--- config.mk ---
export PLATFORM = sky130hd
export DESIGN_NAME = pipeline_hazard_controller
export DESIGN_NICKNAME = d
export VERILOG_FILES = /design/src/rtl/hazard_pkg.sv /design/src/rtl/hazard_stall_counter.sv /design/src/rtl/pipeline_hazard_controller.sv
export SDC_FILE = /design/constraint.sdc
export NUM_CORES = 1
export LEC_CHECK = 0
export CORE_MARGIN = 2
export CORE_UTILIZATION = 39
export DETAILED_ROUTE_END_ITERATION = 12
export GPL_TIMING_DRIVEN = 0
export HOLD_SLACK_MARGIN = 0.02
export PLACE_DENSITY = 0.73
export SYNTH_ARGS = -nofsm -noshare
export SYNTH_HDL_FRONTEND = slang
export SYNTH_SLANG_ARGS = --single-unit
--- constraint.sdc ---
create_clock -name Clk -period 1.9 [get_ports Clk]
set_clock_uncertainty 0.15 [all_clocks]
set_input_delay 0.285 -clock Clk [delete_from_list [all_inputs] [get_ports Clk]]
set_output_delay 0.285 -clock Clk [all_outputs]
set_load 0.01 [all_outputs]
--- src/rtl/hazard_pkg.sv ---
// Shared types and constants for the decode-stage hazard controller.
package hazard_pkg;

   typedef enum logic [1:0] {
      StRun      = 2'd0,
      StHiloWait = 2'd1,
      StFlush    = 2'd2
   } hz_state_e;

   localparam logic [4:0]  ZERO_REG = 5'd0;
   localparam int unsigned CNT_W    = 4;

   // Load-use: the load in EX writes a register the ID instruction reads; $0 never hazards.
   function automatic logic lu_hazard(input logic       ex_mem_read,
                                      input logic [4:0] ex_rt,
                                      input logic [4:0] id_rs,
                                      input logic [4:0] id_rt,
                                      input logic       id_uses_rt);
      return ex_mem_read && (ex_rt != ZERO_REG) &&
             ((ex_rt == id_rs) || (id_uses_rt && (ex_rt == id_rt)));
   endfunction

endpackage

--- src/rtl/hazard_stall_counter.sv ---
// Loadable saturating down-counter shared by the HI/LO wait and flush sequences.
// Priority: clear > load > decrement; never decrements below zero.
module hazard_stall_counter
   import hazard_pkg::*;
(
   input  logic             clk_i,
   input  logic             rst_i,
   input  logic             clr_i,
   input  logic             load_i,
   input  logic [CNT_W-1:0] load_val_i,
   input  logic             dec_i,
   output logic [CNT_W-1:0] cnt_o,
   output logic             is_one_o
);

   logic [CNT_W-1:0] cnt_d, cnt_q;

   always_comb begin
      cnt_d = cnt_q;
      if (clr_i) begin
         cnt_d = '0;
      end else if (load_i) begin
         cnt_d = load_val_i;
      end else if (dec_i && (cnt_q != '0)) begin
         cnt_d = cnt_q - CNT_W'(1);
      end
   end

   always_ff @(posedge clk_i) begin
      if (rst_i) begin
         cnt_q <= '0;
      end else begin
         cnt_q <= cnt_d;
      end
   end

   assign cnt_o    = cnt_q;
   assign is_one_o = (cnt_q == CNT_W'(1));

endmodule

--- src/rtl/pipeline_hazard_controller.sv ---
// Decode-stage sequencer: load-use stalls, multi-cycle HI/LO waits and branch flushes.
// Optional HAZARD_STATS_EN adds saturating stall/flush cycle counters.
module pipeline_hazard_controller
   import hazard_pkg::*;
#(
   parameter int unsigned HILO_CYCLES  = 3,
   parameter int unsigned FLUSH_CYCLES = 1
) (
   input  logic        Clk,
   input  logic        Reset,
   input  logic [4:0]  IDRsField,
   input  logic [4:0]  IDRtField,
   input  logic        IDUsesRt,
   input  logic        IDHiLoOp,
   input  logic        EXMemRead,
   input  logic [4:0]  EXRtField,
   input  logic        MEMBranchTaken,
   output logic        PCWriteOut,
   output logic        IFIDWriteOut,
   output logic        IDEXBubbleOut,
   output logic        FlushOut,
   output logic        BusyOut
`ifdef HAZARD_STATS_EN
   ,
   output logic [15:0] StallCountOut,
   output logic [15:0] FlushCountOut
`endif
);

   localparam logic [CNT_W-1:0] HiloLoad  = CNT_W'(HILO_CYCLES - 1);
   localparam logic [CNT_W-1:0] FlushLoad = CNT_W'(FLUSH_CYCLES - 1);
   localparam bit               HiloWaits = (HILO_CYCLES > 1);
   localparam bit               FlushHold = (FLUSH_CYCLES > 1);

   hz_state_e        state_d, state_q;
   logic             lu;
   logic [CNT_W-1:0] cnt;
   logic             cnt_is_one;
   logic             cnt_done;
   logic             cnt_clr;
   logic             cnt_load;
   logic [CNT_W-1:0] cnt_load_val;
   logic             cnt_dec;

   assign lu = lu_hazard(EXMemRead, EXRtField, IDRsField, IDRtField, IDUsesRt);

   // A zero count in a wait state is unreachable, but treat it as done rather than lock up.
   assign cnt_done = cnt_is_one || (cnt == '0);

   hazard_stall_counter u_stall_counter (
      .clk_i      (Clk),
      .rst_i      (Reset),
      .clr_i      (cnt_clr),
      .load_i     (cnt_load),
      .load_val_i (cnt_load_val),
      .dec_i      (cnt_dec),
      .cnt_o      (cnt),
      .is_one_o   (cnt_is_one)
   );

   always_ff @(posedge Clk) begin
      if (Reset) begin
         state_q <= StRun;
      end else begin
         state_q <= state_d;
      end
   end

   always_comb begin
      state_d      = state_q;
      cnt_clr      = 1'b0;
      cnt_load     = 1'b0;
      cnt_load_val = '0;
      cnt_dec      = 1'b0;
      unique case (state_q)
         StRun: begin
            if (MEMBranchTaken) begin
               state_d      = FlushHold ? StFlush : StRun;
               cnt_load     = FlushHold;
               cnt_clr      = !FlushHold;
               cnt_load_val = FlushLoad;
            end else if (lu) begin
               state_d = StRun;
            end else if (IDHiLoOp && HiloWaits) begin
               state_d      = StHiloWait;
               cnt_load     = 1'b1;
               cnt_load_val = HiloLoad;
            end
         end
         StHiloWait: begin
            if (MEMBranchTaken) begin
               state_d      = FlushHold ? StFlush : StRun;
               cnt_load     = FlushHold;
               cnt_clr      = !FlushHold;
               cnt_load_val = FlushLoad;
            end else if (cnt_done) begin
               state_d = StRun;
               cnt_clr = 1'b1;
            end else begin
               cnt_dec = 1'b1;
            end
         end
         StFlush: begin
            if (MEMBranchTaken) begin
               cnt_load     = 1'b1;
               cnt_load_val = FlushLoad;
            end else if (cnt_done) begin
               state_d = StRun;
               cnt_clr = 1'b1;
            end else begin
               cnt_dec = 1'b1;
            end
         end
         default: begin
            state_d = StRun;
            cnt_clr = 1'b1;
         end
      endcase
   end

   // Reset forces the run-state output values regardless of the registered state.
   always_comb begin
      PCWriteOut    = 1'b1;
      IFIDWriteOut  = 1'b1;
      IDEXBubbleOut = 1'b0;
      FlushOut      = 1'b0;
      BusyOut       = 1'b0;
      if (!Reset) begin
         BusyOut = (state_q != StRun);
         unique case (state_q)
            StRun: begin
               if (MEMBranchTaken) begin
                  FlushOut = 1'b1;
               end else if (lu) begin
                  PCWriteOut    = 1'b0;
                  IFIDWriteOut  = 1'b0;
                  IDEXBubbleOut = 1'b1;
               end
            end
            StHiloWait: begin
               if (MEMBranchTaken) begin
                  FlushOut = 1'b1;
               end else begin
                  PCWriteOut    = 1'b0;
                  IFIDWriteOut  = 1'b0;
                  IDEXBubbleOut = 1'b1;
               end
            end
            StFlush: begin
               FlushOut = 1'b1;
            end
            default: begin
               BusyOut = 1'b1;
            end
         endcase
      end
   end

`ifdef HAZARD_STATS_EN
   logic [15:0] stall_cnt_d, stall_cnt_q;
   logic [15:0] flush_cnt_d, flush_cnt_q;

   always_comb begin
      stall_cnt_d = stall_cnt_q;
      flush_cnt_d = flush_cnt_q;
      if (!PCWriteOut && (stall_cnt_q != 16'hFFFF)) begin
         stall_cnt_d = stall_cnt_q + 16'd1;
      end
      if (FlushOut && (flush_cnt_q != 16'hFFFF)) begin
         flush_cnt_d = flush_cnt_q + 16'd1;
      end
   end

   always_ff @(posedge Clk) begin
      if (Reset) begin
         stall_cnt_q <= '0;
         flush_cnt_q <= '0;
      end else begin
         stall_cnt_q <= stall_cnt_d;
         flush_cnt_q <= flush_cnt_d;
      end
   end

   assign StallCountOut = stall_cnt_q;
   assign FlushCountOut = flush_cnt_q;
`else
   // Statistics counters are not built in this configuration.
`endif

endmodule

==> results of run 1 <==
## layout by cell type (no fill, tap or decap), types with 4 or more instances in the layout
| cell | count |
|---|---|
| a21oi_1 | 4 |
| buf_2 | 6 |
| buf_6 | 7 |
| dfxtp_1 | 4 |
| dlygate4sd2_1 | 8 |
| ha_1 | 4 |
| inv_1 | 4 |
| nor2_1 | 8 |
| xor2_1 | 9 |
## cell usage after synthesis (2+ instances only)
cell type   n  area share [%]
xor2_1     11              14
a21oi_1     5             3.7
ha_1        6              11
nor3_1      2             1.5
xnor2_1     2             2.6
nor4b_1     2             2.6
inv_1       6             3.4
o211ai_1    3             3.4
nor3b_2     3             5.6
nand2_1     3             1.7
nor2_1      9             5.0
dfxtp_1     6              18
## path summary, 6_finish.rpt
kind / startpoint / end / slack (ps) / cells past startpoint
worst min register to register: state_q[1] / state_q[1] / 400 / 2
worst max register to register: u_stall_counter.cnt_o[0] / state_q[0] / 200 / 7
worst max-delay path: EXRtField[1] / PCWriteOut / -10 / 8
worst min-delay path: MEMBranchTaken / u_stall_counter.cnt_o[1] / 390 / 3
## metrics by stage
step	hold slack, ps	util, %	instances	power (mW)
floorplan	334	-	79	0.195
global placement	396	59.9	119	0.258
detailed placement	403	59.9	119	0.259
CTS	368	62.1	124	0.377
global route	434	64.8	124	0.407
finish	394	64.8	124	0.381
## cells by family after synthesis
family,after synthesis,synth area share [%]
AND/OR/NAND/NOR,27,25.6
multiplexers,1,1.50
adder cells (fa/ha/maj),6,11.2
buffers and inverters,8,5.23
XOR/XNOR,13,17.0
AO/OA/AOI/OAI,18,21.5
flip-flops,6,17.9
## where the power goes
group	switching [mW]	total [mW]	leakage, nW	internal, mW
Combinational	0.0642	0.135	0.378	0.0711
Sequential	0.00247	0.131	0.0495	0.129
Clock	0.0434	0.115	0.0138	0.0713
## metal layers
| layer | vias to the layer above | track usage [%] | routed length, µm | part of all wire (%) |
|---|---|---|---|---|
| met5 | - | 0 | 0 | 0 |
| met1 | 302 | 23.2 | 634 | 40 |
| met3 | 2 | 2.38 | 102 | 6.4 |
| met2 | 22 | 32.4 | 843 | 53 |
| li1 | 339 | - | - | - |
| met4 | 0 | 7.06 | 11 | 0.69 |
## state kept, by name (all words and copies together) (netlist names)
| signal | cells |
|---|---|
| u_stall_counter.cnt_o | 4 |
| state_q | 2 |
## repair_timing
action                                  CTS  global route
endpoints found under the setup margin    4             5
gates resized for setup                  66            14
setup buffers                             2             0
hold endpoints to repair                  0             0
pin swaps                                14             6
## layout make-up
cell class,instances,area share [%]
Clock buffer,3,2.23
Timing Repair Buffer,26,22.9
Multi-Input combinational cell,65,57.2
Sequential cell,6,12.1
Inverter,6,2.23
Buffer,2,1.24
Tap cell,16,1.98
## worst register-to-register path, delay by kind of cell (launching register included)
family,cells,cell delay (ps)
simple gates,3,620
flops,1,350
compound gates,2,240
fa+ha+maj,1,200
buf+inv,1,50
==> results.tsv, run 1 <==
metric	value	unit
min_path_type	in2reg	
nets	137	
final_layout_size_suffix_gt1_share	38.0	%
root_buffer	clkbuf_4	
p_leak	0.442	nW
gp_congestion	0.806	
grt_pass1_wl	2820	µm
cp_slowest_cell	nor4_2	
ant_nets	0	
drt_iter0_drc	15	
hold_viol	0	
ys_ff_latch	6	
numCtsBuffers	3	
syn_inst	79	
drc_errors	0	
grt.overflow.total	0	
path_class	in2out	
syn_area	669	µm²
synth_edf_count	0	
design_area	1010	µm²
diodes	0	
ys_types	33	
dieHeight	45.4	µm
p_per_area	378	nW/µm²
max-slew-margin-rel	71.7	%
startpoint_type	input pin	
finalCriticalPeriod	1910	ps
timing.fmax	0.523	GHz
antenna_found_initial	0	
crit_fanout	3	
arrival	1480	ps
cts_tree	built	
outcome	complete, but fails checks	
htreeDepth	1	
cts_sinks	6	
setup_ws	-13.3	ps
core	1560	µm²
critPathMaxStageDelay	290	ps
grt_start_max_net_pins	11	
dpl_cell_area	933	µm²
start_util	42.9	%
multi_input_area	578	µm²
placementRows	14	
io_pins	26	
post_drt_wl_per_cell	12.8	µm
cap_violations	0	
cp_top_family	simple AND/OR/NAND/NOR gates	
seq_area	123	µm²
worstSetupEndpointType	primary output	
synthArstFlopShare	0	%
cp.required	1460	ps
vias	665	
first_pass_iters	4	
grt_usage	18.7	%
fin_crit_sh	101	%
place_ws	-946	ps
areaGrowthSynthToFinish	50.8	%
worstPathCellList	buf_2 > xor2_1 > nor4_2 > a32oi_2 > nor2_2 > a21oi_2 > buf_4 > buf_6	
via_per_inst	5.36	
critPathBufInv	3	
die-area	2060	µm²
worstMarginPinSlew	419	ps
holdBufCountCts	0	
syn-mean-instance-area	8.47	µm²
setup_violations	2	
fillers	136	
violations	setup timing	
synth-main-ff-cell	dfxtp_1	
port_buffers	24	
slew_violations	0	
routed_wl	1590	µm
ys_seq_area_share	17.9	%
syn-num-nets	106	
clock_latency	240	ps
grt_setup_unrepaired	true	
die_x	45.4	µm
setup_tns	-15.9	ps
clk_pin_slew	50	ps
post-dp-hpwl	1190	µm
grt_pass1_vias	684	
ir_drop	0.000264	V
clockBufferDepth	2	
synth_warnings	0	
(Power assumes the default switching activity.)
==> inputs of run 2 (changes only) <==
--- a/config.mk
+++ b/config.mk
@@ -8,7 +8,6 @@
 export CORE_MARGIN = 2
 export CORE_UTILIZATION = 39
 export DETAILED_ROUTE_END_ITERATION = 12
-export GPL_TIMING_DRIVEN = 0
 export HOLD_SLACK_MARGIN = 0.02
 export PLACE_DENSITY = 0.73
 export SYNTH_ARGS = -nofsm -noshare
==> run 2 against run 1 <==
Against the previous run:
- the run still ends with setup timing left
- critical path type unchanged
- setup slack got worse by 67 ps
- worst hold slack got worse by 17 ps
- maximum frequency fell by 3.4%
- utilization rose by 4.8 points
- register-to-register slack got worse by 30 ps
==> results.tsv, run 2 (synthesis results as in run 1) <==
metric	value	unit	change
outcome	complete, but fails checks		
violations	setup timing		
core	1560	µm²	unchanged
arrival	1550	ps	+70 ps
areaGrowthSynthToFinish	62.1	%	
fin_crit_sh	104	%	+3.5 points
dieHeight	45.4	µm	unchanged
largest_register_ffs	4		unchanged
critPathMaxStageDelay	550	ps	+260 ps
worstSetupEndpointType	primary output		
worstPathCellList	buf_8 > or4_4 > o21ai_4 > nor2_2 > buf_4 > a21oi_2 > buf_2		
setup_ws	-80.7	ps	-67.4 ps
post_drt_wl_per_cell	11.8	µm	-7.8%
routed_wl	1660	µm	+4.1%
combPwrFrac	37.5	%	+2.0 points
cp_slowest_cell	or4_4		
finalCriticalPeriod	1980	ps	+67.4 ps
grt_start_max_net_pins	9		-2
p_leak	0.489	nW	+11%
start_util	42.9	%	unchanged
drc_errors	0		unchanged
grt_pass1_wl	2950	µm	+4.9%
timing.fmax	0.505	GHz	-3.4%
critPathBufInv	3		unchanged
min-delay-start	state_q[1]		
crit_fanout	3		unchanged
port_buffers	25		+4.2%
die_x	45.4	µm	unchanged
hold_viol	0		unchanged
io_pins	26		unchanged
r2r_slack	170	ps	-30 ps
place_ws	-784	ps	+162 ps
grt_pass1_vias	696		+1.8%
use_met1	22.7	%	-0.43 points
use_met2	37.2	%	+4.8 points
gp_congestion	0.809		+0.41%
max-slew-margin-rel	72.5	%	+0.81 points
root_buffer	clkbuf_4		
netSwitchingFraction	27.8	%	-1.1 points
antenna_found_initial	0		unchanged
vias	708		+6.5%
grt.overflow.total	0		unchanged
sequentialPowerShare	33.2	%	-1.2 points
ir_drop	0.000288	V	+9.1%
p_total	392	µW	+2.9%
top_usage_layer	met2		
nets	153		+12%
via_per_inst	5.06		-5.7%
clock_latency	240	ps	about the same
placementRows	14		unchanged
placed_cells	133		+12%
startpoint_type	input pin		
cp_top_family	simple AND/OR/NAND/NOR gates		
slew_violations	0		unchanged
ant_nets	0		unchanged
path_class	in2out		
first_pass_iters	4		unchanged
clk_pin_slew	40	ps	about the same
setup_violations	3		+1
drt_iter0_drc	14		-1
p_per_area	362	nW/µm²	-4.2%
grt_usage	20.1	%	+1.5 points
die-area	2060	µm²	unchanged
grt_setup_unrepaired	true		
htreeDepth	1		unchanged
diodes	0		unchanged
final_cell_mix	buf_4 (18), xor2_1 (9), nor2_1 (8), dlygate4sd2_1 (8)		
fin_hold_ws	377	ps	-17.2 ps
cap_violations	0		unchanged
p_int	283	µW	+4.4%
post-dp-hpwl	1350	µm	+14%
switching_power	109	µW	-0.87%
min_path_type	reg2reg		
startpoint	EXRtField[4]		
clkPwrFrac	29.3	%	-0.8 points
cts_sinks	6		unchanged
final_layout_size_suffix_gt1_share	37.1	%	-0.87 points
clockBufferDepth	2		unchanged
worstMarginPinSlew	407	ps	-12.0 ps
cts_tree	built		
final_common_cell	buf_4		
met3_usage	4.76	%	+2.4 points
fin_cells	140		+13%
cp.required	1460	ps	about the same
numCtsBuffers	3		unchanged
rr_startpoint	u_stall_counter.cnt_o[1]		
## run 2: changes by cell type in the layout (fill, tap and decap cells not counted), sizes merged
cell,change
dlymetal6s2s,-1
clkdlybuf4s50,+2
clkdlybuf4s15,+2
buf,+11
clkbuf,+2
## run 2: timing repair
item	4_1_cts	5_1_grt
pin swaps	14	11
setup endpoints to repair	6	5
setup buffers	2	2
hold buffers	0	0
gates resized for setup	53	9
hold endpoints to repair	0	0
## run 2: stage by stage
| stage | utilization, % | setup TNS (ps) | cell area (µm²) |
|---|---|---|---|
| 2_1_floorplan | - | 0 | 673 |
| 3_3_place_gp | 66.9 | -3670 | 1040 |
| 3_5_place_dp | 66.9 | -3960 | 1040 |
| 4_1_cts | 67.9 | -199 | 1060 |
| 5_1_grt | 69.6 | -317 | 1080 |
| 6_report | 69.6 | -173 | 1080 |
## run 2: final cells by class
class                           count  area [µm²]
Inverter                            6        22.5
Tap cell                           16        20.0
Multi-Input combinational cell     65         536
Fill cell                         135         474
Clock buffer                        3        22.5
Sequential cell                     6         121
Timing Repair Buffer               44         363
## run 2: path summary, 6_finish.rpt
path,end,depth (start not counted)
max,IFIDWriteOut,7
min,state_q[1],2
max reg2reg,state_q[0],7
min reg2reg,state_q[1],2
## run 2: worst min-delay path: stages (launching register included)
cell and delay [ps]:
dfxtp_1 300, inv_1 120, a21oi_1 50
## run 2: power groups by stage
| stage | clock network (mW) | logic, mW | registers (mW) |
|---|---|---|---|
| after floorplan | 0 | 0.0626 | 0.132 |
| after global placement | 0 | 0.146 | 0.132 |
| after detailed placement | 0 | 0.148 | 0.132 |
| after CTS | 0.120 | 0.143 | 0.130 |
| after global routing | 0.126 | 0.163 | 0.130 |
| final | 0.115 | 0.147 | 0.130 |
## run 2: layer usage
layer	wire, µm	share of wire (%)
met2	845	51
met5	0	0
met4	0	0
met3	87	5.3
met1	722	44
==> inputs of run 3 (changes only) <==
--- a/config.mk
+++ b/config.mk
@@ -5,11 +5,13 @@
 export SDC_FILE = /design/constraint.sdc
 export NUM_CORES = 1
 export LEC_CHECK = 0
+export CELL_PAD_IN_SITES_DETAIL_PLACEMENT = 1
+export CELL_PAD_IN_SITES_GLOBAL_PLACEMENT = 1
 export CORE_MARGIN = 2
-export CORE_UTILIZATION = 39
+export CORE_UTILIZATION = 30
 export DETAILED_ROUTE_END_ITERATION = 12
 export HOLD_SLACK_MARGIN = 0.02
-export PLACE_DENSITY = 0.73
+export PLACE_DENSITY = 0.87
 export SYNTH_ARGS = -nofsm -noshare
 export SYNTH_HDL_FRONTEND = slang
 export SYNTH_SLANG_ARGS = --single-unit
==> run 3 against run 2 <==
Against the previous run:
- the flow still finishes with violations (setup timing)
- total power up 5.8%
- clock power up 9%
- via count up 8.2%
- cell area up 3.3%
- worst hold slack better by 56 ps
- critical path depth down 1
- sequential cell count unchanged
- largest power group unchanged
==> results.tsv, run 3 (synthesis results as in run 1) <==
metric	value	unit	change
startpoint_type	input pin		
cts_sinks	6		unchanged
numCtsBuffers	3		unchanged
hold_viol	0		unchanged
drt_iter0_drc	5		-9
reg2reg_to	state_q[0]		
routed_wl	2360	µm	+42%
placed_cells	148		+11%
clk_pin_slew	50	ps	about the same
setup_ws	-24.3	ps	+56.4 ps
cp.required	1460	ps	about the same
finalCriticalPeriod	1920	ps	-56.4 ps
port_buffers	25		unchanged
grt.overflow.total	0		unchanged
htreeDepth	1		unchanged
rr_startpoint	u_stall_counter.cnt_o[1]		
drc_errors	0		unchanged
cts_tree	built		
io_pins	26		unchanged
outcome	complete, but fails checks		
ir_drop	0.000270	V	-6.4%
root_buffer	clkbuf_4		
setup_tns	-30.0	ps	+143 ps
r2r_slack	130	ps	-40 ps
via_per_inst	4.97		-1.6%
min_path_type	reg2reg		
startpoint	EXRtField[1]		
ant_nets	0		unchanged
setup_violations	3		unchanged
holdBufCountCts	0		unchanged
clockBufferDepth	2		unchanged
placementRows	17		+3
fin_crit_sh	101	%	-3.0 points
final_common_cell	buf_4		
grt_usage	19.9	%	-0.21 points
vias	766		+8.2%
final_layout_size_suffix_gt1_share	41.3	%	+4.2 points
final_cell_mix	buf_4 (22), xor2_1 (10), nor2_1 (8), dlygate4sd2_1 (7), inv_1 (6)		
max-slew-margin-rel	74.7	%	+2.3 points
fin_cells	154		+10%
areaGrowthSynthToFinish	67.5	%	
r2r_cells	7		unchanged
min-delay-start	u_stall_counter.cnt_o[0]		
grt_pass1_wl	3840	µm	+30%
start_util	30.9	%	-12 points
antenna_found_initial	0		unchanged
grt_pass1_vias	851		+22%
grt_start_max_net_pins	9		unchanged
core	2170	µm²	+39%
arrival	1490	ps	-60 ps
cap_violations	0		unchanged
clock_latency	250	ps	about the same
grt_setup_unrepaired	true		
dieHeight	51.2	µm	+13%
cp-endpoint	IDEXBubbleOut		
p_per_area	370	nW/µm²	+2.4%
post-dp-hpwl	1950	µm	+44%
die-area	2630	µm²	+27%
largest_register_ffs	4		unchanged
post_drt_wl_per_cell	15.3	µm	+30%
nets	155		+1.3%
die_x	51.2	µm	+13%
timing.fmax	0.520	GHz	+2.9%
hold_depth	2		unchanged
violations	setup timing		
crit_fanout	3		unchanged
slew_violations	0		unchanged
worstSetupEndpointType	primary output		
worstMarginPinSlew	374	ps	-33.4 ps
path_class	in2out		
gp_congestion	0.842		+4.1%
p_leak	0.523	nW	+7.0%
diodes	0		unchanged
first_pass_iters	2		-2
[run 3: cell types whose count changed in the layout (fill, tap and decap cells not counted), moves of 2 or more]
| cell | delta |
|---|---|
| dlymetal6s2s_1 | +3 |
| buf_4 | +4 |
| buf_8 | -2 |
| clkdlybuf4s15_1 | -2 |
| clkbuf_2 | +3 |
| clkdlybuf4s50_1 | -2 |
[run 3: worst min path at each step]
| stage | end | slack, ps |
|---|---|---|
| floorplan | u_stall_counter.cnt_o[1] | 330 |
| global placement | u_stall_counter.cnt_o[3] | 420 |
| detailed placement | u_stall_counter.cnt_o[3] | 440 |
| CTS | u_stall_counter.cnt_o[3] | 450 |
| global route | u_stall_counter.cnt_o[0] | 460 |
| finish | u_stall_counter.cnt_o[0] | 430 |
[run 3: layout make-up]
class,instances,area (µm²)
clock buffers,3,22.5
fillers,279,1050
inverters,6,22.5
multi-input cells,65,558
flip-flops and latches,6,121
well taps,28,35.0
repair buffers,46,362
[run 3: stage by stage]
step	util (%)	setup WS [ps]	total power, mW	hold slack (ps)	cell area (µm²)
global placement	49.8	-768	0.283	420	1080
CTS	49.9	-125	0.408	452	1080
global route	51.7	-90.4	0.437	459	1120
floorplan	-	36.9	0.195	334	673
finish	51.7	-24.3	0.415	432	1120
detailed placement	49.8	-838	0.292	437	1080
[run 3: report_power, final]
| part | switching [mW] | internal (mW) | leakage [nW] |
|---|---|---|---|
| combinational | 0.0748 | 0.0856 | 0.461 |
| clock | 0.0528 | 0.0719 | 0.0138 |
| sequential | 0.00173 | 0.128 | 0.0491 |
[run 3: metal layers]
layer / wire length, µm / track usage [%]
met1: 817 / 18.2
met2: 1430 / 44.2
met3: 109 / 4.97
met4: 0 / 1.32
met5: 0 / 0
[run 3: worst max-delay path: stages]
cell and delay, ps:
buf_6 100, or4_4 550, o21ai_4 160, nor2_2 70
a22o_1 190, buf_2 140
[run 3: repair_timing]
action                                  in CTS  in global routing
pin swaps                                   11                 12
setup buffers                                1                  3
resized for setup                           44                 21
cloned                                       0                  0
endpoints found under the setup margin      10                  9
endpoints found under the hold margin        0                  0
